[src/rtl/wb_write_arbiter_if.sv]
// wb_write_arbiter_if
//    Bundles the functional-unit result handshake and the register-file
//    write-port bus of the write-back arbiter.
//    Ports (by modport):
//       master : drives src_valid/src_index/src_data; observes src_ready,
//                write_ports and stall_count (the functional-unit side).
//       slave  : the arbiter itself, the mirror image of master.
//    write_ports is an array of RegFileWritePort {en, index_in, data_in}.
interface wb_write_arbiter_if #(
   parameter int WORD_SIZE       = 64,
   parameter int NUM_PHYS_REGS   = 128,
   parameter int NUM_SRC         = 4,
   parameter int NUM_WRITE_PORTS = 2
);
   localparam int PW = $clog2(NUM_PHYS_REGS);

   typedef struct packed {
      logic                 en;
      logic [PW-1:0]        index_in;
      logic [WORD_SIZE-1:0] data_in;
   } RegFileWritePort;

   logic [NUM_SRC-1:0]                src_valid;
   logic [NUM_SRC-1:0][PW-1:0]        src_index;
   logic [NUM_SRC-1:0][WORD_SIZE-1:0] src_data;
   logic [NUM_SRC-1:0]                src_ready;
   RegFileWritePort [NUM_WRITE_PORTS-1:0] write_ports;
   logic [31:0]                       stall_count;

   modport master (
      output src_valid, src_index, src_data,
      input  src_ready, write_ports, stall_count
   );

   modport slave (
      input  src_valid, src_index, src_data,
      output src_ready, write_ports, stall_count
   );
endinterface

[src/rtl/wb_write_arbiter.sv]
// wb_write_arbiter
//    Collects results from NUM_SRC functional units into small per-source
//    FIFOs and drains them onto NUM_WRITE_PORTS registered register-file
//    write ports. Sources are scanned round-robin from rr_ptr; two grants
//    in one cycle never target the same physical register.
//    Ports:
//       clk : clock, rising edge
//       rst : synchronous, active-high reset
//       bus : wb_write_arbiter_if.slave (source handshake, write ports,
//             saturating stall counter)
module wb_write_arbiter #(
   parameter int WORD_SIZE       = 64,
   parameter int NUM_PHYS_REGS   = 128,
   parameter int NUM_SRC         = 4,
   parameter int NUM_WRITE_PORTS = 2,
   parameter int FIFO_DEPTH      = 2
) (
   input logic               clk,
   input logic               rst,
   wb_write_arbiter_if.slave bus
);
   localparam int PW = $clog2(NUM_PHYS_REGS);
   localparam int SW = (NUM_SRC > 1) ? $clog2(NUM_SRC) : 1;
   localparam int FW = (FIFO_DEPTH > 1) ? $clog2(FIFO_DEPTH) : 1;
   localparam int CW = $clog2(FIFO_DEPTH + 1);

   typedef struct packed {
      logic                 en;
      logic [PW-1:0]        index_in;
      logic [WORD_SIZE-1:0] data_in;
   } wp_t;

   // FIFO storage and bookkeeping
   logic [NUM_SRC-1:0][FIFO_DEPTH-1:0][PW-1:0]        fifo_idx_q, fifo_idx_d;
   logic [NUM_SRC-1:0][FIFO_DEPTH-1:0][WORD_SIZE-1:0] fifo_data_q, fifo_data_d;
   logic [NUM_SRC-1:0][FW-1:0] rd_ptr_q, rd_ptr_d;
   logic [NUM_SRC-1:0][FW-1:0] wr_ptr_q, wr_ptr_d;
   logic [NUM_SRC-1:0][CW-1:0] count_q, count_d;

   // Arbitration state and outputs
   logic [SW-1:0]                 rr_ptr_q, rr_ptr_d;
   logic [31:0]                   stall_count_q, stall_count_d;
   wp_t [NUM_WRITE_PORTS-1:0]     write_ports_q, write_ports_d;

   // Combinational helpers
   logic [NUM_SRC-1:0]                ready_s;
   logic [NUM_SRC-1:0]                push_s;
   logic [NUM_SRC-1:0]                nonempty_s;
   logic [NUM_SRC-1:0]                grant_s;
   logic [NUM_SRC-1:0][PW-1:0]        head_idx_s;
   logic [NUM_SRC-1:0][WORD_SIZE-1:0] head_data_s;
   logic                              stall_s;
   logic                              conflict_s;
   logic [SW-1:0]                     sel_s;
   int                                cand_s;
   int                                n_grant_s;

   // Circular pointer increment that also handles non-power-of-two depths
   function automatic logic [FW-1:0] ptr_inc(input logic [FW-1:0] p);
      if (p == FW'(FIFO_DEPTH - 1)) begin
         return '0;
      end else begin
         return p + FW'(1);
      end
   endfunction

   // Per-source status: ready uses the registered count only, so a pop in
   // the same cycle never opens a full FIFO
   always_comb begin
      ready_s     = '0;
      nonempty_s  = '0;
      push_s      = '0;
      head_idx_s  = '0;
      head_data_s = '0;
      for (int i = 0; i < NUM_SRC; i++) begin
         ready_s[i]     = (count_q[i] < CW'(FIFO_DEPTH));
         nonempty_s[i]  = (count_q[i] != '0);
         push_s[i]      = bus.src_valid[i] & ready_s[i];
         head_idx_s[i]  = fifo_idx_q[i][rd_ptr_q[i]];
         head_data_s[i] = fifo_data_q[i][rd_ptr_q[i]];
      end
   end

   // Round-robin scan from rr_ptr; a head whose index matches an earlier
   // grant this cycle stays put and the scan moves on
   always_comb begin
      grant_s       = '0;
      write_ports_d = '0;
      rr_ptr_d      = rr_ptr_q;
      n_grant_s     = 0;
      cand_s        = 0;
      sel_s         = '0;
      conflict_s    = 1'b0;
      for (int j = 0; j < NUM_SRC; j++) begin
         cand_s = int'(rr_ptr_q) + j;
         if (cand_s >= NUM_SRC) begin
            cand_s = cand_s - NUM_SRC;
         end else begin
            cand_s = cand_s;
         end
         sel_s      = cand_s[SW-1:0];
         conflict_s = 1'b0;
         for (int k = 0; k < NUM_WRITE_PORTS; k++) begin
            if ((k < n_grant_s) && (write_ports_d[k].index_in == head_idx_s[sel_s])) begin
               conflict_s = 1'b1;
            end else begin
               conflict_s = conflict_s;
            end
         end
         if (nonempty_s[sel_s] && (n_grant_s < NUM_WRITE_PORTS) && !conflict_s) begin
            grant_s[sel_s] = 1'b1;
            for (int k = 0; k < NUM_WRITE_PORTS; k++) begin
               if (k == n_grant_s) begin
                  write_ports_d[k].en       = 1'b1;
                  write_ports_d[k].index_in = head_idx_s[sel_s];
                  write_ports_d[k].data_in  = head_data_s[sel_s];
               end else begin
                  write_ports_d[k] = write_ports_d[k];
               end
            end
            if (sel_s == SW'(NUM_SRC - 1)) begin
               rr_ptr_d = '0;
            end else begin
               rr_ptr_d = sel_s + SW'(1);
            end
            n_grant_s = n_grant_s + 1;
         end else begin
            rr_ptr_d = rr_ptr_d;
         end
      end
      stall_s = |(nonempty_s & ~grant_s);
      if (stall_s && (stall_count_q != 32'hFFFF_FFFF)) begin
         stall_count_d = stall_count_q + 32'd1;
      end else begin
         stall_count_d = stall_count_q;
      end
   end

   // FIFO next state: push at the tail, pop granted heads, count tracks both
   always_comb begin
      fifo_idx_d  = fifo_idx_q;
      fifo_data_d = fifo_data_q;
      rd_ptr_d    = rd_ptr_q;
      wr_ptr_d    = wr_ptr_q;
      count_d     = count_q;
      for (int i = 0; i < NUM_SRC; i++) begin
         if (push_s[i]) begin
            fifo_idx_d[i][wr_ptr_q[i]]  = bus.src_index[i];
            fifo_data_d[i][wr_ptr_q[i]] = bus.src_data[i];
            wr_ptr_d[i]                 = ptr_inc(wr_ptr_q[i]);
         end else begin
            wr_ptr_d[i] = wr_ptr_q[i];
         end
         if (grant_s[i]) begin
            rd_ptr_d[i] = ptr_inc(rd_ptr_q[i]);
         end else begin
            rd_ptr_d[i] = rd_ptr_q[i];
         end
         case ({push_s[i], grant_s[i]})
            2'b10:   count_d[i] = count_q[i] + CW'(1);
            2'b01:   count_d[i] = count_q[i] - CW'(1);
            default: count_d[i] = count_q[i];
         endcase
      end
   end

   // Control and output registers
   always_ff @(posedge clk) begin
      if (rst) begin
         rd_ptr_q      <= '0;
         wr_ptr_q      <= '0;
         count_q       <= '0;
         rr_ptr_q      <= '0;
         stall_count_q <= '0;
         write_ports_q <= '0;
      end else begin
         rd_ptr_q      <= rd_ptr_d;
         wr_ptr_q      <= wr_ptr_d;
         count_q       <= count_d;
         rr_ptr_q      <= rr_ptr_d;
         stall_count_q <= stall_count_d;
         write_ports_q <= write_ports_d;
      end
   end

   // Payload storage; validity lives in count_q, so no reset is needed here
   always_ff @(posedge clk) begin
      fifo_idx_q  <= fifo_idx_d;
      fifo_data_q <= fifo_data_d;
   end

   assign bus.src_ready   = ready_s;
   assign bus.write_ports = write_ports_q;
   assign bus.stall_count = stall_count_q;

endmodule

[src/flat_wrapper.sv]
// flat-port wrapper written by rule: the top's interface ports become plain ports
module wb_write_arbiter_flat 
#(
   parameter int WORD_SIZE       = 64,
   parameter int NUM_PHYS_REGS   = 128,
   parameter int NUM_SRC         = 4,
   parameter int NUM_WRITE_PORTS = 2,
   parameter int FIFO_DEPTH      = 2
)
  (clk, rst, bus_src_valid, bus_src_index, bus_src_data, bus_src_ready, bus_write_ports, bus_stall_count);
  wb_write_arbiter_if #(.WORD_SIZE(WORD_SIZE), .NUM_PHYS_REGS(NUM_PHYS_REGS), .NUM_SRC(NUM_SRC), .NUM_WRITE_PORTS(NUM_WRITE_PORTS)) bus_i ();
  input logic clk;
  input logic rst;
  input wire logic [$bits(bus_i.src_valid)-1:0] bus_src_valid;
  input wire logic [$bits(bus_i.src_index)-1:0] bus_src_index;
  input wire logic [$bits(bus_i.src_data)-1:0] bus_src_data;
  output wire logic [$bits(bus_i.src_ready)-1:0] bus_src_ready;
  output wire logic [$bits(bus_i.write_ports)-1:0] bus_write_ports;
  output wire logic [$bits(bus_i.stall_count)-1:0] bus_stall_count;
  assign bus_i.src_valid = bus_src_valid;
  assign bus_i.src_index = bus_src_index;
  assign bus_i.src_data = bus_src_data;
  assign bus_src_ready = bus_i.src_ready;
  assign bus_write_ports = bus_i.write_ports;
  assign bus_stall_count = bus_i.stall_count;
  wb_write_arbiter #(.WORD_SIZE(WORD_SIZE), .NUM_PHYS_REGS(NUM_PHYS_REGS), .NUM_SRC(NUM_SRC), .NUM_WRITE_PORTS(NUM_WRITE_PORTS), .FIFO_DEPTH(FIFO_DEPTH)) u_core (.clk(clk), .rst(rst), .bus(bus_i));
endmodule
[config.mk]
export PLATFORM = sky130hd
export DESIGN_NAME = wb_write_arbiter_flat
export DESIGN_NICKNAME = d
export VERILOG_FILES = /design/src/rtl/wb_write_arbiter_if.sv /design/src/rtl/wb_write_arbiter.sv /design/src/flat_wrapper.sv
export SDC_FILE = /design/constraint.sdc
export NUM_CORES = 1
export LEC_CHECK = 0
export BUFFER_PORTS_ARGS = -buffer_cell sky130_fd_sc_hd__buf_2
export CAP_MARGIN = 0
export CORE_MARGIN = 1
export CORE_UTILIZATION = 50
export DETAILED_ROUTE_END_ITERATION = 8
export PLACE_DENSITY = 0.7
export SYNTH_ARGS = -nofsm -noshare
export SYNTH_HDL_FRONTEND = slang
export SYNTH_SLANG_ARGS = --single-unit
[constraint.sdc]
create_clock -name clk -period 7.8 [get_ports clk]
set_clock_uncertainty 0.2 [all_clocks]
set_input_delay 0.78 -clock clk [delete_from_list [all_inputs] [get_ports clk]]
set_output_delay 0.78 -clock clk [all_outputs]
set_load 0.01 [all_outputs]
==> Word-level counts from Yosys, hierarchy flattened <==
Index checks and enable logic that the tools add are counted.
{ "word_totals": {"word_cells": 290, "inputBits": 290, "ff_bits": 762} }
{ "op_classes": {"bitwise": 9, "magnitude_cmp": 37, "n_addsub": 30, "mux": 119, "n_reduce_logical": 37, "n_eq_ne": 22} }
{ "op_table": {"columns": ["operator", "n"], "rows": [
  ["$mux W64", 16],
  ["$bmux W64 S2", 4],
  ["$bwmux W128", 4],
  ["$mux W72", 7],
  ["$mux W144", 3],
  ["$demux W64 S1", 4],
  ["$mux W7", 16],
  ["$logic_not A32 Y1", 3],
  ["$eq A2 B32 Y1 const A", 2],
  ["$lt A1 B32 Y1 const A", 2],
  ["$lt A2 B32 Y1 const A", 2],
  ["$lt A32 B3 Y1 const B", 2],
  ["$mux W32", 2],
  ["$bmux W7 S2", 4],
  ["$bwmux W14", 4],
  ["$eq A7 B7 Y1", 5],
  ["$add A32 B1 Y32 const B", 1],
  ["$add A32 B2 Y32 const B", 1],
  ["$ne A32 B32 Y1 const B", 1],
  ["$demux W7 S1", 4],
  ["$mux W2", 12],
  ["$mux W1", 23],
  ["$logic_and A1 B1 Y1", 21],
  ["$lt A1 B2 Y1 const B", 9],
  ["29 further kinds", 102]
]} }

==> Longest topological paths before layout <==
Gate-level depths: netlist of run 1.
{ "logic_depth": {"word_depth": 30, "mapped_depth": 30} }

==> Least setup slack after synthesis of run 1 <==
No wires, ideal clock.
{ "synth_timing": {"path_kind": "flip-flop to flip-flop", "start": "register u_core.rr_ptr_q[0]", "end": "register u_core.stall_count_q[19] (netlist: u_core.bus.stall_count[19])", "required_time_ps": 7477, "period_less_slack_ps": 6995, "arrival_time_ps": 6671, "path_buffers": 7, "slack_ps": 805, "path_stages_with_launch": 28, "cell_sequence": "dfxtp_1 buf_2 inv_2 buf_1 clkbuf_1 clkbuf_1 ha_1 buf_2 nor2_1 a22o_1 nor2_1 xor2_1 nand4_1 o31ai_1 clkbuf_1 inv_1 ha_1 nor4_4 a211o_1 o21ai_1 or4_1 nor4_1 a31oi_1 a221o_1 a2bb2oi_2 buf_2 nor4_1 mux2_1"} }
{ "synth_between": {"elab_chain_len": 30} }
{ "synth_rtl": {"columns": ["element", "line", "text"], "rows": [
  ["start: declaration", "wb_write_arbiter.sv:41", "logic [SW-1:0] rr_ptr_q, rr_ptr_d;"],
  ["start signal: assignment", "wb_write_arbiter.sv:180", "rr_ptr_q <= rr_ptr_d;"],
  ["$add A2 B1 Y3 (tied with other cells)", "wb_write_arbiter.sv:95", "cand_s = int'(rr_ptr_q) + j;"],
  ["$ge A3 B3 Y1 (tied with other cells)", "wb_write_arbiter.sv:96", "if (cand_s >= NUM_SRC) begin"],
  ["$mux W2 (tied with other cells)", "wb_write_arbiter.sv:96", null],
  ["$bmux W7 S2 (tied with other cells)", "wb_write_arbiter.sv:104, wb_write_arbiter.sv:115", null],
  ["$mux W7 (implied by the code) (tied with other cells)", "wb_write_arbiter.sv:104, wb_write_arbiter.sv:115", null],
  ["$eq A7 B7 Y1 or $lt A1 B1 Y1 (tied branches)", "wb_write_arbiter.sv:104", "if ((k < n_grant_s) && (write_ports_d[k].index_in == head_idx_s[sel_s])) begin"],
  ["$logic_and A1 B1 Y1", "wb_write_arbiter.sv:104", null],
  ["$mux W1 (2 in series)", "wb_write_arbiter.sv:104", null],
  ["(+14 left out)", null, null],
  ["$logic_not A1 Y1", "wb_write_arbiter.sv:110", "if (nonempty_s[sel_s] && (n_grant_s < NUM_WRITE_PORTS) && !conflict_s) begin"],
  ["$logic_and A1 B1 Y1", "wb_write_arbiter.sv:110", null],
  ["$mux W4 *", "wb_write_arbiter.sv:110", null],
  ["named net u_core.grant_s[1]", "wb_write_arbiter.sv:49", "logic [NUM_SRC-1:0] grant_s;"],
  ["$not A4 Y4 *", "wb_write_arbiter.sv:131", "stall_s = |(nonempty_s & ~grant_s);"],
  ["$and A4 B4 Y4 *", "wb_write_arbiter.sv:131", null],
  ["$reduce_or A4 Y1 *", "wb_write_arbiter.sv:131", null],
  ["$logic_and A1 B1 Y1 *", "wb_write_arbiter.sv:132", "if (stall_s && (stall_count_q != 32'hFFFF_FFFF)) begin"],
  ["end signal: assignment", "wb_write_arbiter.sv:181", "stall_count_q <= stall_count_d;"],
  ["end: declaration", "wb_write_arbiter.sv:42", "logic [31:0] stall_count_q, stall_count_d;"]
]} }
The timed path passes the listed nets; every way through them passes the cells marked *. The select of a mux whose other input is x is not followed.
A chain may end at the register's enable or synchronous reset.

==> Worst setup path in the final report of run 1 <==
{ "layout_timing": {"start": "register u_core.rr_ptr_q[0]", "end": "register u_core.write_ports_q, in the netlist u_core.bus.write_ports[112]"} }
{ "layout_between": {"elab_chain_len": 26} }
{ "layout_rtl": {"columns": ["element", "line", "text"], "rows": [
  ["$add A2 B1 Y3 (tied with other cells)", "wb_write_arbiter.sv:95", null],
  ["$ge A3 B3 Y1 (tied with other cells)", "wb_write_arbiter.sv:96", null],
  ["$mux W2 (tied with other cells)", "wb_write_arbiter.sv:96", null],
  ["$bmux W7 S2 (tied with other cells)", "wb_write_arbiter.sv:104, wb_write_arbiter.sv:115", null],
  ["$mux W7 (implied by the code) (tied with other cells)", "wb_write_arbiter.sv:104, wb_write_arbiter.sv:115", null],
  ["$eq A7 B7 Y1 or $lt A1 B1 Y1 (tied branches)", "wb_write_arbiter.sv:104", null],
  ["$logic_and A1 B1 Y1", "wb_write_arbiter.sv:104", null],
  ["$mux W1 (2 in series)", "wb_write_arbiter.sv:104", null],
  ["(+8 left out)", null, null],
  ["$logic_and A1 B1 Y1", "wb_write_arbiter.sv:110", null],
  ["$mux W32 or $mux W144 (tied branches)", "wb_write_arbiter.sv:110", null],
  ["$lt A1 B32 Y1 or $eq A7 B7 Y1 (tied branches)", "wb_write_arbiter.sv:104", null],
  ["$logic_and A1 B1 Y1", "wb_write_arbiter.sv:104", null],
  ["$mux W1 (2 in series)", "wb_write_arbiter.sv:104", null],
  ["$logic_not A1 Y1", "wb_write_arbiter.sv:110", null],
  ["$logic_and A1 B1 Y1", "wb_write_arbiter.sv:110", null],
  ["$mux W144 *", "wb_write_arbiter.sv:110", null],
  ["end signal: assignment", "wb_write_arbiter.sv:182", "write_ports_q <= write_ports_d;"],
  ["end: declaration", "wb_write_arbiter.sv:43", "wp_t [NUM_WRITE_PORTS-1:0] write_ports_q, write_ports_d;"]
]} }
Every way passes the cells marked *; elsewhere a longest branch is shown, timed or not. The select of a mux whose other input is x is not followed.

==> report_table.html, run 1 <==
<table>
<tr><th>Metric</th><th>Value</th></tr>
<tr><th colspan="2">Status</th></tr>
<tr><td>Run status</td><td>finished, final reports clean</td></tr>
<tr><th colspan="2">STA</th></tr>
<tr><td>Setup slack of the critical path after layout</td><td>0.668 ns</td></tr>
<tr><td>Final critical-path share of the clock period</td><td>91.4%</td></tr>
<tr><td>RSZ-0062 raised after global routing</td><td>false</td></tr>
<tr><td>Final setup violation count</td><td>0</td></tr>
<tr><td>Worst Tran Pin Value</td><td>1.23 ns</td></tr>
<tr><td>Clock period minus worst slack</td><td>7.13 ns</td></tr>
<tr><td>Final TNS setup</td><td>0 ns</td></tr>
<tr><td>Number of slew-limit violations in the final report</td><td>0</td></tr>
<tr><td>Hold Slack</td><td>0.127 ns</td></tr>
<tr><td>Final Hold Violating Endpoints</td><td>0</td></tr>
<tr><td>Worst slew margin relative to its limit</td><td>17.9%</td></tr>
<tr><td>Highest clock rate</td><td>0.140 GHz</td></tr>
<tr><th colspan="2">Routing</th></tr>
<tr><td>DRC violation count after routing</td><td>0</td></tr>
<tr><td>Mean routed wirelength per cell</td><td>23.8 um</td></tr>
<tr><td>Iteration-0 DRC Markers</td><td>2,865</td></tr>
<tr><td>Number of nets with antenna violations after routing</td><td>0</td></tr>
<tr><td>Aggregate routed wire length</td><td>114 mm</td></tr>
<tr><td>Detailed-route vias per instance</td><td>6.12</td></tr>
<tr><td>Detailed-route via count</td><td>29,100</td></tr>
<tr><td>Pre-Repair DR Iteration Count</td><td>7</td></tr>
<tr><th colspan="2">Placed design</th></tr>
<tr><td>Weighted congestion reported at the end of routability-driven placement</td><td>0.918</td></tr>
<tr><td>Pre-CTS setup slack</td><td>0.843 ns</td></tr>
<tr><td>Port bufs</td><td>469</td></tr>
<tr><td>Post-detail-place hpwl</td><td>71.8 mm</td></tr>
<tr><th colspan="2">Global route</th></tr>
<tr><td>Global-route wire length before repair</td><td>167 mm</td></tr>
<tr><td>Met2 track utilization from global routing</td><td>46.5%</td></tr>
<tr><td>Vias in the first global route</td><td>27,100</td></tr>
<tr><td>Pin count of the biggest net entering global routing</td><td>146</td></tr>
<tr><td>Overall track demand over capacity in global routing</td><td>28.9%</td></tr>
<tr><td>GRT met3 Usage</td><td>5.25%</td></tr>
<tr><td>Gr ovfl total</td><td>0</td></tr>
<tr><td>Global-route track usage on met1</td><td>38.4%</td></tr>
<tr><td>Antenna violations before repair</td><td>31</td></tr>
<tr><td>Busiest layer in global routing</td><td>met2</td></tr>
<tr><th colspan="2">Floorplan</th></tr>
<tr><td>Top-level I/O count</td><td>470</td></tr>
<tr><td>Core area</td><td>74,400 um^2</td></tr>
<tr><td>Placement row count</td><td>100</td></tr>
<tr><td>Die Outline Area</td><td>76,300 um^2</td></tr>
<tr><td>DIE HEIGHT</td><td>276 um</td></tr>
<tr><td>Starting utilization of the core area</td><td>50.5%</td></tr>
<tr><td>Die X-Extent</td><td>276 um</td></tr>
<tr><th colspan="2">Pwr</th></tr>
<tr><td>Leak</td><td>16.0 nW</td></tr>
<tr><td>Relative contribution of the clock network to total power</td><td>20.0%</td></tr>
<tr><td>Post-route total power</td><td>0.0196 W</td></tr>
<tr><td>Ratio of total power to cell area</td><td>453 nW/um^2</td></tr>
<tr><td>Switching pwr</td><td>0.00868 W</td></tr>
<tr><td>IR drop worst, VDD</td><td>0.490 mV</td></tr>
<tr><td>Part of the power in combinational logic</td><td>51.9%</td></tr>
<tr><td>Net switching fraction of the power</td><td>44.2%</td></tr>
<tr><td>Internal power summed over all cells</td><td>0.0109 W</td></tr>
<tr><td>Flop pwr share</td><td>28.1%</td></tr>
<tr><th colspan="2">Finish</th></tr>
<tr><td>Footprint of the flip-flops and latches</td><td>21,000 um^2</td></tr>
<tr><td>Commonest non-fill, non-tap cells in the layout</td><td>edfxtp_1 (568), buf_2 (468), mux2i_1 (416)</td></tr>
<tr><td>Final Net Count</td><td>4,014</td></tr>
<tr><td>Area of the multi-input gates</td><td>15,700 um^2</td></tr>
<tr><td>Filler cell count in the final layout</td><td>6,132</td></tr>
<tr><td>Leading cell type in the layout, fill and taps excluded</td><td>edfxtp_1</td></tr>
<tr><td>Layout Area Growth over Synthesis</td><td>15.3%</td></tr>
<tr><td>Fraction of final layout cells sized beyond drive strength 1</td><td>20.3%</td></tr>
<tr><th colspan="2">CTS</th></tr>
<tr><td>CTS sink count</td><td>762</td></tr>
<tr><td>Buffers from clock root to sink, at most</td><td>3</td></tr>
<tr><td>Clock latency reported for the late side of the worst-skew pair</td><td>0.63 ns</td></tr>
<tr><td>Clock Pin Slew Worst Setup and Hold Paths</td><td>0.06 ns</td></tr>
<tr><td>Post-cts resize count</td><td>0</td></tr>
<tr><td>Clock tree root driver cell</td><td>clkbuf_16</td></tr>
<tr><td>Number of buffers created by CTS</td><td>81</td></tr>
<tr><td>Clock tree from TritonCTS</td><td>yes</td></tr>
<tr><td>Number of hold buffers added after cts</td><td>0</td></tr>
<tr><td>Post-CTS setup buffer count</td><td>0</td></tr>
<tr><td>H-tree levels</td><td>3</td></tr>
<tr><th colspan="2">Yosys</th></tr>
<tr><td>Net count after synthesis</td><td>3,688</td></tr>
<tr><td>Post-synthesis async set-or-reset flop share</td><td>0%</td></tr>
<tr><td>Synthesized flop and latch total</td><td>762</td></tr>
<tr><td>Synthesized-area fraction occupied by adder cells</td><td>0.333%</td></tr>
<tr><td>Multiplexer share of the synthesized area</td><td>15.0%</td></tr>
<tr><td>Syn Area/Cell</td><td>11.1 um^2</td></tr>
<tr><td>Area of the mapped netlist</td><td>37,600 um^2</td></tr>
<tr><td>Synthesis warning total</td><td>0</td></tr>
<tr><td>Post-synth EDFFs</td><td>568</td></tr>
<tr><td>Fraction of the mapped netlist area in compound gates</td><td>12.6%</td></tr>
<tr><td>Area share of and/or/nand/nor cells after synthesis</td><td>12.7%</td></tr>
<tr><td>Largest family of logic cells by synthesized area</td><td>multiplexers</td></tr>
<tr><td>Number of distinct library cell variants in the gate-level netlist after synthesis</td><td>71</td></tr>
<tr><td>Proportion of synthesized chip area in sequential cells</td><td>55.7%</td></tr>
<tr><td>Syn Inst Count</td><td>3,388</td></tr>
<tr><td>Most frequently used flop master after synthesis</td><td>edfxtp_1</td></tr>
<tr><td>Post-synthesis share of cell area spent on xor and xnor gates</td><td>0.606%</td></tr>
<tr><th colspan="2">Critical path</th></tr>
<tr><td>Startpoint of the lowest-slack register-to-register path</td><td>u_core.rr_ptr_q[0]$_SDFFE_PP0P_</td></tr>
<tr><td>Arrival time of data at the critical path endpoint</td><td>7.44 ns</td></tr>
<tr><td>Data required, critical path</td><td>8.11 ns</td></tr>
<tr><td>Highest net fanout along the worst path</td><td>60</td></tr>
<tr><td>Terminus of the critical flop-to-flop path</td><td>u_core.bus.write_ports[112]$_SDFF_PP0_</td></tr>
<tr><td>Category of the worst setup path capture point</td><td>flip-flop</td></tr>
<tr><td>Setup slack of the worst register-to-register path</td><td>0.67 ns</td></tr>
<tr><td>Crit Path Category</td><td>reg -&gt; reg</td></tr>
<tr><td>Type of element launching the critical path</td><td>flip-flop</td></tr>
<tr><td>Worst Reg2Reg Path Length in Cells</td><td>22</td></tr>
<tr><th colspan="2">Worst hold path</th></tr>
<tr><td>Cells on Worst Hold Path</td><td>1</td></tr>
<tr><td>HP Class</td><td>in -&gt; reg</td></tr>
<tr><td>Beginning of the worst hold path</td><td>bus_src_data[131]</td></tr>
<tr><td>Hold worst-path end</td><td>u_core.fifo_data_q[259]$_DFFE_PP_</td></tr>
<tr><th colspan="2">Job</th></tr>
<tr><td>Max-cap check violation count</td><td>0</td></tr>
</table>
==> critical path, stage by stage, from the launching register on <==
cell      delay [ns]
dfxtp_4         0.65
inv_8           0.30
ha_4            0.50
nor2b_1         0.23
a22o_1          0.23
nor2_1          0.08
xor2_1          0.17
nand4_1         0.19
o31ai_4         0.32
inv_1           0.11
ha_1            0.28
nor4_4          0.28
buf_4           0.35
a211o_1         0.20
o21ai_1         0.07
or4_1           0.52
nor4_1          0.34
a31oi_1         0.29
buf_4           0.25
nand2_4         0.58
buf_4           0.43
nor2_1          0.08
a311oi_1        0.27
==> through the flow <==
stage	util, %	cell area [um^2]	instances
3_3_place_gp	54.6	40600	4600
5_1_grt	58.2	43300	4762
2_1_floorplan	-	37600	3388
4_1_cts	58.2	43300	4750
6_report	58.2	43400	4764
3_5_place_dp	54.6	40600	4600
==> registers in the layout, indices dropped and copies added (netlist names) <==
| signal | count |
|---|---|
| u_core.bus.stall_count | 32 |
| u_core.bus.write_ports | 144 |
| u_core.count_q | 8 |
| u_core.fifo_data_q | 512 |
| u_core.fifo_idx_q | 56 |
| u_core.rd_ptr_q | 4 |
| u_core.rr_ptr_q | 2 |
| u_core.wr_ptr_q | 4 |
==> layout make-up <==
| cell class | instances | share of cell area (%) |
|---|---|---|
| clock inverters | 31 | 0.814 |
| repair buffers | 515 | 6.31 |
| diodes | 14 | 0.0808 |
| inverters | 14 | 0.150 |
| clock buffers | 119 | 5.38 |
| flip-flops and latches | 762 | 48.4 |
| well taps | 969 | 2.80 |
| multi-input cells | 2340 | 36.1 |
==> synth_stat cells (all sizes together), types with 65 or more instances <==
cell | n | area, um^2
edfxtp | 568 | 17100
mux2i | 416 | 4160
nor2 | 384 | 1440
a21oi | 307 | 1540
nand2 | 242 | 908
clkbuf | 207 | 777
dfxtp | 194 | 3880
a211oi | 134 | 1010
o21ai | 101 | 505
nand3 | 94 | 488
o31ai | 87 | 653
mux2 | 79 | 890
nor3 | 77 | 395
nor2b | 75 | 469
and2 | 74 | 463
a311oi | 68 | 596
buf | 65 | 299
==> power groups by stage <==
stage	Sequential, W	Clock (W)	Combinational [W]
2_1_floorplan	0.00551	0	0.00720
3_5_place_dp	0.00559	0	0.00996
3_3_place_gp	0.00557	0	0.00984
6_report	0.00551	0.00393	0.0102
5_1_grt	0.00556	0.00413	0.0110
4_1_cts	0.00551	0.00397	0.0100
==> metal layers <==
layer	part of all wire (%)	vias up
met3	8.6	243
met2	47	1385
met4	3.6	28
li1	-	13400
met5	0.16	-
met1	41	14100
==> kinds of logic after synthesis <==
| family | Yosys count |
|---|---|
| multiplexers | 521 |
| XOR/XNOR | 26 |
| AO/OA/AOI/OAI | 750 |
| adder cells (fa/ha/maj) | 10 |
| buffers and inverters | 286 |
| AND/OR/NAND/NOR | 1033 |
| flip-flops | 762 |
==> how the worst max path moves through the flow <==
stage,from,end,slack [ns]
global route,u_core.rr_ptr_q[0]$_SDFFE_PP0P_,u_core.bus.write_ports[112]$_SDFF_PP0_,0.38
finish,u_core.rr_ptr_q[0]$_SDFFE_PP0P_,u_core.bus.write_ports[112]$_SDFF_PP0_,0.67
global placement,u_core.rr_ptr_q[0]$_SDFFE_PP0P_,u_core.bus.write_ports[109]$_SDFF_PP0_,0.98
CTS,u_core.rr_ptr_q[0]$_SDFFE_PP0P_,u_core.bus.write_ports[112]$_SDFF_PP0_,0.77
detailed placement,u_core.rr_ptr_q[0]$_SDFFE_PP0P_,u_core.bus.write_ports[109]$_SDFF_PP0_,0.84
floorplan,u_core.rr_ptr_q[0]$_SDFFE_PP0P_,u_core.bus.stall_count[19]$_SDFFE_PP0P_,0.81
(Power assumes the default switching activity.)
==> run 2: changes to the inputs <==
Settings changed: PLACE_DENSITY 0.7 to 0.73.
Clock period 7.8 ns to 5.9 ns, I/O delays scaled along.
==> run 2 against run 1 <==
Against the previous run: sequential share of layout area down 3.4 points; worst hold slack worse by 0.076 ns; global-route usage up 1.5 points; routed wire length up 5.4%; cell count up 6.5%; clock power up 36%; sequential power up 30%; critical path type unchanged; largest power group unchanged; highest routed layer unchanged.
==> report_table.html, run 2 (synthesis results as in run 1) <==
<table>
<tr><th>Metric</th><th>Value</th></tr>
<tr><th colspan="2">Status</th></tr>
<tr><td>Run status</td><td>finished, final reports clean</td></tr>
<tr><th colspan="2">Worst hold path</th></tr>
<tr><td>HP Class</td><td>in -&gt; reg</td></tr>
<tr><td>Cells on Worst Hold Path</td><td>1 (unchanged)</td></tr>
<tr><td>Beginning of the worst hold path</td><td>bus_src_index[2]</td></tr>
<tr><td>Hold worst-path end</td><td>u_core.fifo_idx_q[9]$_DFFE_PP_</td></tr>
<tr><th colspan="2">Critical path</th></tr>
<tr><td>Worst Reg2Reg Path Length in Cells</td><td>17 (-23%)</td></tr>
<tr><td>Startpoint of the lowest-slack register-to-register path</td><td>u_core.rr_ptr_q[0]$_SDFFE_PP0P_</td></tr>
<tr><td>Highest net fanout along the worst path</td><td>53 (-12%)</td></tr>
<tr><td>Type of element launching the critical path</td><td>flip-flop</td></tr>
<tr><td>Category of the worst setup path capture point</td><td>flip-flop</td></tr>
<tr><td>Chain of cells forming the critical path</td><td>buf_12 -&gt; mux4_2 -&gt; xor2_1 -&gt; nand2_1 -&gt; o31ai_4 -&gt; inv_1 -&gt; ha_2 -&gt; nor4_1 -&gt; o31a_1 -&gt; mux2i_1 -&gt; or4_1 -&gt; nor4_4 -&gt; a31oi_2 -&gt; a221o_2 -&gt; a2bb2oi_2 -&gt; or4_1 -&gt; a21oi_1</td></tr>
<tr><td>Cell seen most often among critical-path stages</td><td>or4_1</td></tr>
<tr><td>Arrival time of data at the critical path endpoint</td><td>6.05 ns (-1.39 ns)</td></tr>
<tr><td>Crit Path Category</td><td>reg -&gt; reg</td></tr>
<tr><td>Data required, critical path</td><td>6.24 ns (-1.87 ns)</td></tr>
<tr><td>Setup slack of the worst register-to-register path</td><td>0.19 ns (-0.48 ns)</td></tr>
<tr><td>Largest stage delay on the critical path</td><td>0.62 ns (-0.03 ns)</td></tr>
<tr><td>Terminus of the critical flop-to-flop path</td><td>u_core.bus.stall_count[13]$_SDFFE_PP0P_</td></tr>
<tr><td>CP max stage cell</td><td>mux4_2</td></tr>
<tr><th colspan="2">CTS</th></tr>
<tr><td>Clock tree from TritonCTS</td><td>yes</td></tr>
<tr><td>Clock latency reported for the late side of the worst-skew pair</td><td>0.64 ns (about the same)</td></tr>
<tr><td>Number of buffers created by CTS</td><td>80 (-1.2%)</td></tr>
<tr><td>H-tree levels</td><td>3 (unchanged)</td></tr>
<tr><td>CTS sink count</td><td>762 (unchanged)</td></tr>
<tr><td>Clock Pin Slew Worst Setup and Hold Paths</td><td>0.06 ns (about the same)</td></tr>
<tr><td>Buffers from clock root to sink, at most</td><td>3 (unchanged)</td></tr>
<tr><td>Clock tree root driver cell</td><td>clkbuf_16</td></tr>
<tr><th colspan="2">Pwr</th></tr>
<tr><td>Internal power summed over all cells</td><td>0.0150 W (+37%)</td></tr>
<tr><td>Part of the power in combinational logic</td><td>53.3% (+1.4 points)</td></tr>
<tr><td>IR drop worst, VDD</td><td>0.650 mV (+33%)</td></tr>
<tr><td>Switching pwr</td><td>0.0118 W (+36%)</td></tr>
<tr><td>Leak</td><td>17.4 nW (+8.8%)</td></tr>
<tr><td>Net switching fraction of the power</td><td>44.1% (-0.15 points)</td></tr>
<tr><td>Ratio of total power to cell area</td><td>576 nW/um^2 (+27%)</td></tr>
<tr><td>Relative contribution of the clock network to total power</td><td>19.9% (about the same)</td></tr>
<tr><td>Flop pwr share</td><td>26.8% (-1.3 points)</td></tr>
<tr><th colspan="2">STA</th></tr>
<tr><td>Highest clock rate</td><td>0.175 GHz (+25%)</td></tr>
<tr><td>Final critical-path share of the clock period</td><td>96.8% (+5.4 points)</td></tr>
<tr><td>Worst slew margin relative to its limit</td><td>20.0% (+2.0 points)</td></tr>
<tr><td>Setup slack of the critical path after layout</td><td>0.189 ns (-0.479 ns)</td></tr>
<tr><td>Final TNS setup</td><td>0 ns (unchanged)</td></tr>
<tr><td>Final setup violation count</td><td>0 (unchanged)</td></tr>
<tr><td>Number of slew-limit violations in the final report</td><td>0 (unchanged)</td></tr>
<tr><td>Clock period minus worst slack</td><td>5.71 ns (-1.42 ns)</td></tr>
<tr><td>Final Hold Violating Endpoints</td><td>0 (unchanged)</td></tr>
<tr><td>Worst Tran Pin Value</td><td>1.20 ns (-0.0290 ns)</td></tr>
<tr><th colspan="2">Job</th></tr>
<tr><td>Max-cap check violation count</td><td>0 (unchanged)</td></tr>
<tr><th colspan="2">Placed design</th></tr>
<tr><td>Port bufs</td><td>469 (unchanged)</td></tr>
<tr><td>Pre-CTS setup slack</td><td>0.146 ns (-0.697 ns)</td></tr>
<tr><td>DP Cell Count</td><td>4,627 (+0.59%)</td></tr>
<tr><td>Weighted congestion reported at the end of routability-driven placement</td><td>0.919 (+0.20%)</td></tr>
<tr><td>Post-detail-place hpwl</td><td>73.3 mm (+2.1%)</td></tr>
<tr><td>Standard cell area after detailed placement</td><td>40,900 um^2 (+0.73%)</td></tr>
<tr><th colspan="2">Global route</th></tr>
<tr><td>Pin count of the biggest net entering global routing</td><td>110 (-25%)</td></tr>
<tr><td>Global-route wire length before repair</td><td>178 mm (+6.2%)</td></tr>
<tr><td>Overall track demand over capacity in global routing</td><td>30.5% (+1.5 points)</td></tr>
<tr><td>Antenna violations before repair</td><td>17 (-45%)</td></tr>
<tr><td>Vias in the first global route</td><td>29,300 (+7.9%)</td></tr>
<tr><td>Gr ovfl total</td><td>0 (unchanged)</td></tr>
<tr><th colspan="2">Finish</th></tr>
<tr><td>Fraction of final layout cells sized beyond drive strength 1</td><td>19.8% (-0.51 points)</td></tr>
<tr><td>Final std cells w/o fill</td><td>5,073 (+6.5%)</td></tr>
<tr><td>Final design instance area without fill</td><td>46,600 um^2 (+7.5%)</td></tr>
<tr><td>Final core utilization</td><td>62.6% (+4.4 points)</td></tr>
<tr><td>Commonest non-fill, non-tap cells in the layout</td><td>edfxtp_1 (568), buf_2 (468), mux2i_1 (416)</td></tr>
<tr><td>Leading cell type in the layout, fill and taps excluded</td><td>edfxtp_1</td></tr>
<tr><td>Flip-flop count of the largest register, all copies and words added</td><td>512 (unchanged)</td></tr>
<tr><td>Layout Area Growth over Synthesis</td><td>24.0%</td></tr>
<tr><td>Largest register by flop count</td><td>u_core.fifo_data_q</td></tr>
<tr><td>Final Net Count</td><td>4,324 (+7.7%)</td></tr>
<tr><th colspan="2">Floorplan</th></tr>
<tr><td>Placement row count</td><td>100 (unchanged)</td></tr>
<tr><td>DIE HEIGHT</td><td>276 um (unchanged)</td></tr>
<tr><td>Top-level I/O count</td><td>470 (unchanged)</td></tr>
<tr><td>Die X-Extent</td><td>276 um (unchanged)</td></tr>
<tr><td>Die Outline Area</td><td>76,300 um^2 (unchanged)</td></tr>
<tr><td>Starting utilization of the core area</td><td>50.5% (unchanged)</td></tr>
<tr><td>Core area</td><td>74,400 um^2 (unchanged)</td></tr>
<tr><th colspan="2">Routing</th></tr>
<tr><td>Iteration-0 DRC Markers</td><td>3,283 (+15%)</td></tr>
<tr><td>Pre-Repair DR Iteration Count</td><td>9 (+2)</td></tr>
<tr><td>Mean routed wirelength per cell</td><td>23.6 um (-1.0%)</td></tr>
<tr><td>Detailed-route vias per instance</td><td>6.09 (-0.47%)</td></tr>
<tr><td>Aggregate routed wire length</td><td>120 mm (+5.4%)</td></tr>
<tr><td>DRC violation count after routing</td><td>0 (unchanged)</td></tr>
<tr><td>Number of nets with antenna violations after routing</td><td>0 (unchanged)</td></tr>
<tr><td>Detailed-route via count</td><td>30,900 (+6.0%)</td></tr>
</table>
[run 2: power groups by stage]
stage	registers, W	logic, W	clock network, W
final	0.00718	0.0143	0.00535
after global routing	0.00723	0.0154	0.00559
after detailed placement	0.00727	0.0137	0
after CTS	0.00716	0.0139	0.00539
after floorplan	0.00729	0.00957	0
after global placement	0.00724	0.0135	0
[run 2: through the flow]
step           total power (W)  hold slack (ns)
2_1_floorplan           0.0169            0.280
3_3_place_gp            0.0208            0.273
3_5_place_dp            0.0210            0.281
4_1_cts                 0.0265          0.00834
5_1_grt                 0.0282           0.0337
6_report                0.0268           0.0515
[run 2: repair_timing]
item                       CTS  global route
resized for setup            0             3
hold buffers               283             0
hold endpoints to repair   566             0
setup buffers                0             0
setup endpoints to repair    0            28
[run 2: layer usage]
metal / GRT usage [%] / up-vias / wire, um
met3: 4.84 / 342 / 9640
met5: 0 / - / 47
met2: 49.1 / 1713 / 56300
met1: 40.6 / 14900 / 48300
li1: - / 14000 / -
met4: 14.1 / 8 / 5390
[run 2: worst max-delay path by stage]
stage                                               to                             from  slack [ns]
4_1_cts         u_core.bus.stall_count[0]$_SDFFE_PP0P_  u_core.rd_ptr_q[1]$_SDFFE_PP0P_        0.13
3_3_place_gp    u_core.bus.stall_count[0]$_SDFFE_PP0P_  u_core.rr_ptr_q[1]$_SDFFE_PP0P_        0.26
5_1_grt        u_core.bus.stall_count[12]$_SDFFE_PP0P_  u_core.rr_ptr_q[1]$_SDFFE_PP0P_      -0.003
2_1_floorplan  u_core.bus.stall_count[31]$_SDFFE_PP0P_  u_core.rr_ptr_q[0]$_SDFFE_PP0P_        0.03
6_report       u_core.bus.stall_count[13]$_SDFFE_PP0P_  u_core.rr_ptr_q[0]$_SDFFE_PP0P_        0.19
3_5_place_dp    u_core.bus.stall_count[0]$_SDFFE_PP0P_  u_core.rr_ptr_q[0]$_SDFFE_PP0P_        0.15
[run 2: layout make-up]
class | instances | area (um^2)
Clock buffer | 108 | 2270
Antenna cell | 14 | 35.0
Tap cell | 969 | 1210
Clock inverter | 40 | 505
Multi-Input combinational cell | 2341 | 15700
Sequential cell | 762 | 21000
Timing Repair Buffer | 825 | 5830
Inverter | 14 | 65.1
Fill cell | 5696 | 27800
[run 2: worst max-delay path, delay by kind of cell (launching register included)]
kind,cells,cell delay [ns]
mux,2,0.69
xor+xnor,1,0.27
fa+ha+maj,1,0.24
simple gates,5,1.80
flops,1,0.39
buf+inv,2,0.38
compound gates,6,1.59
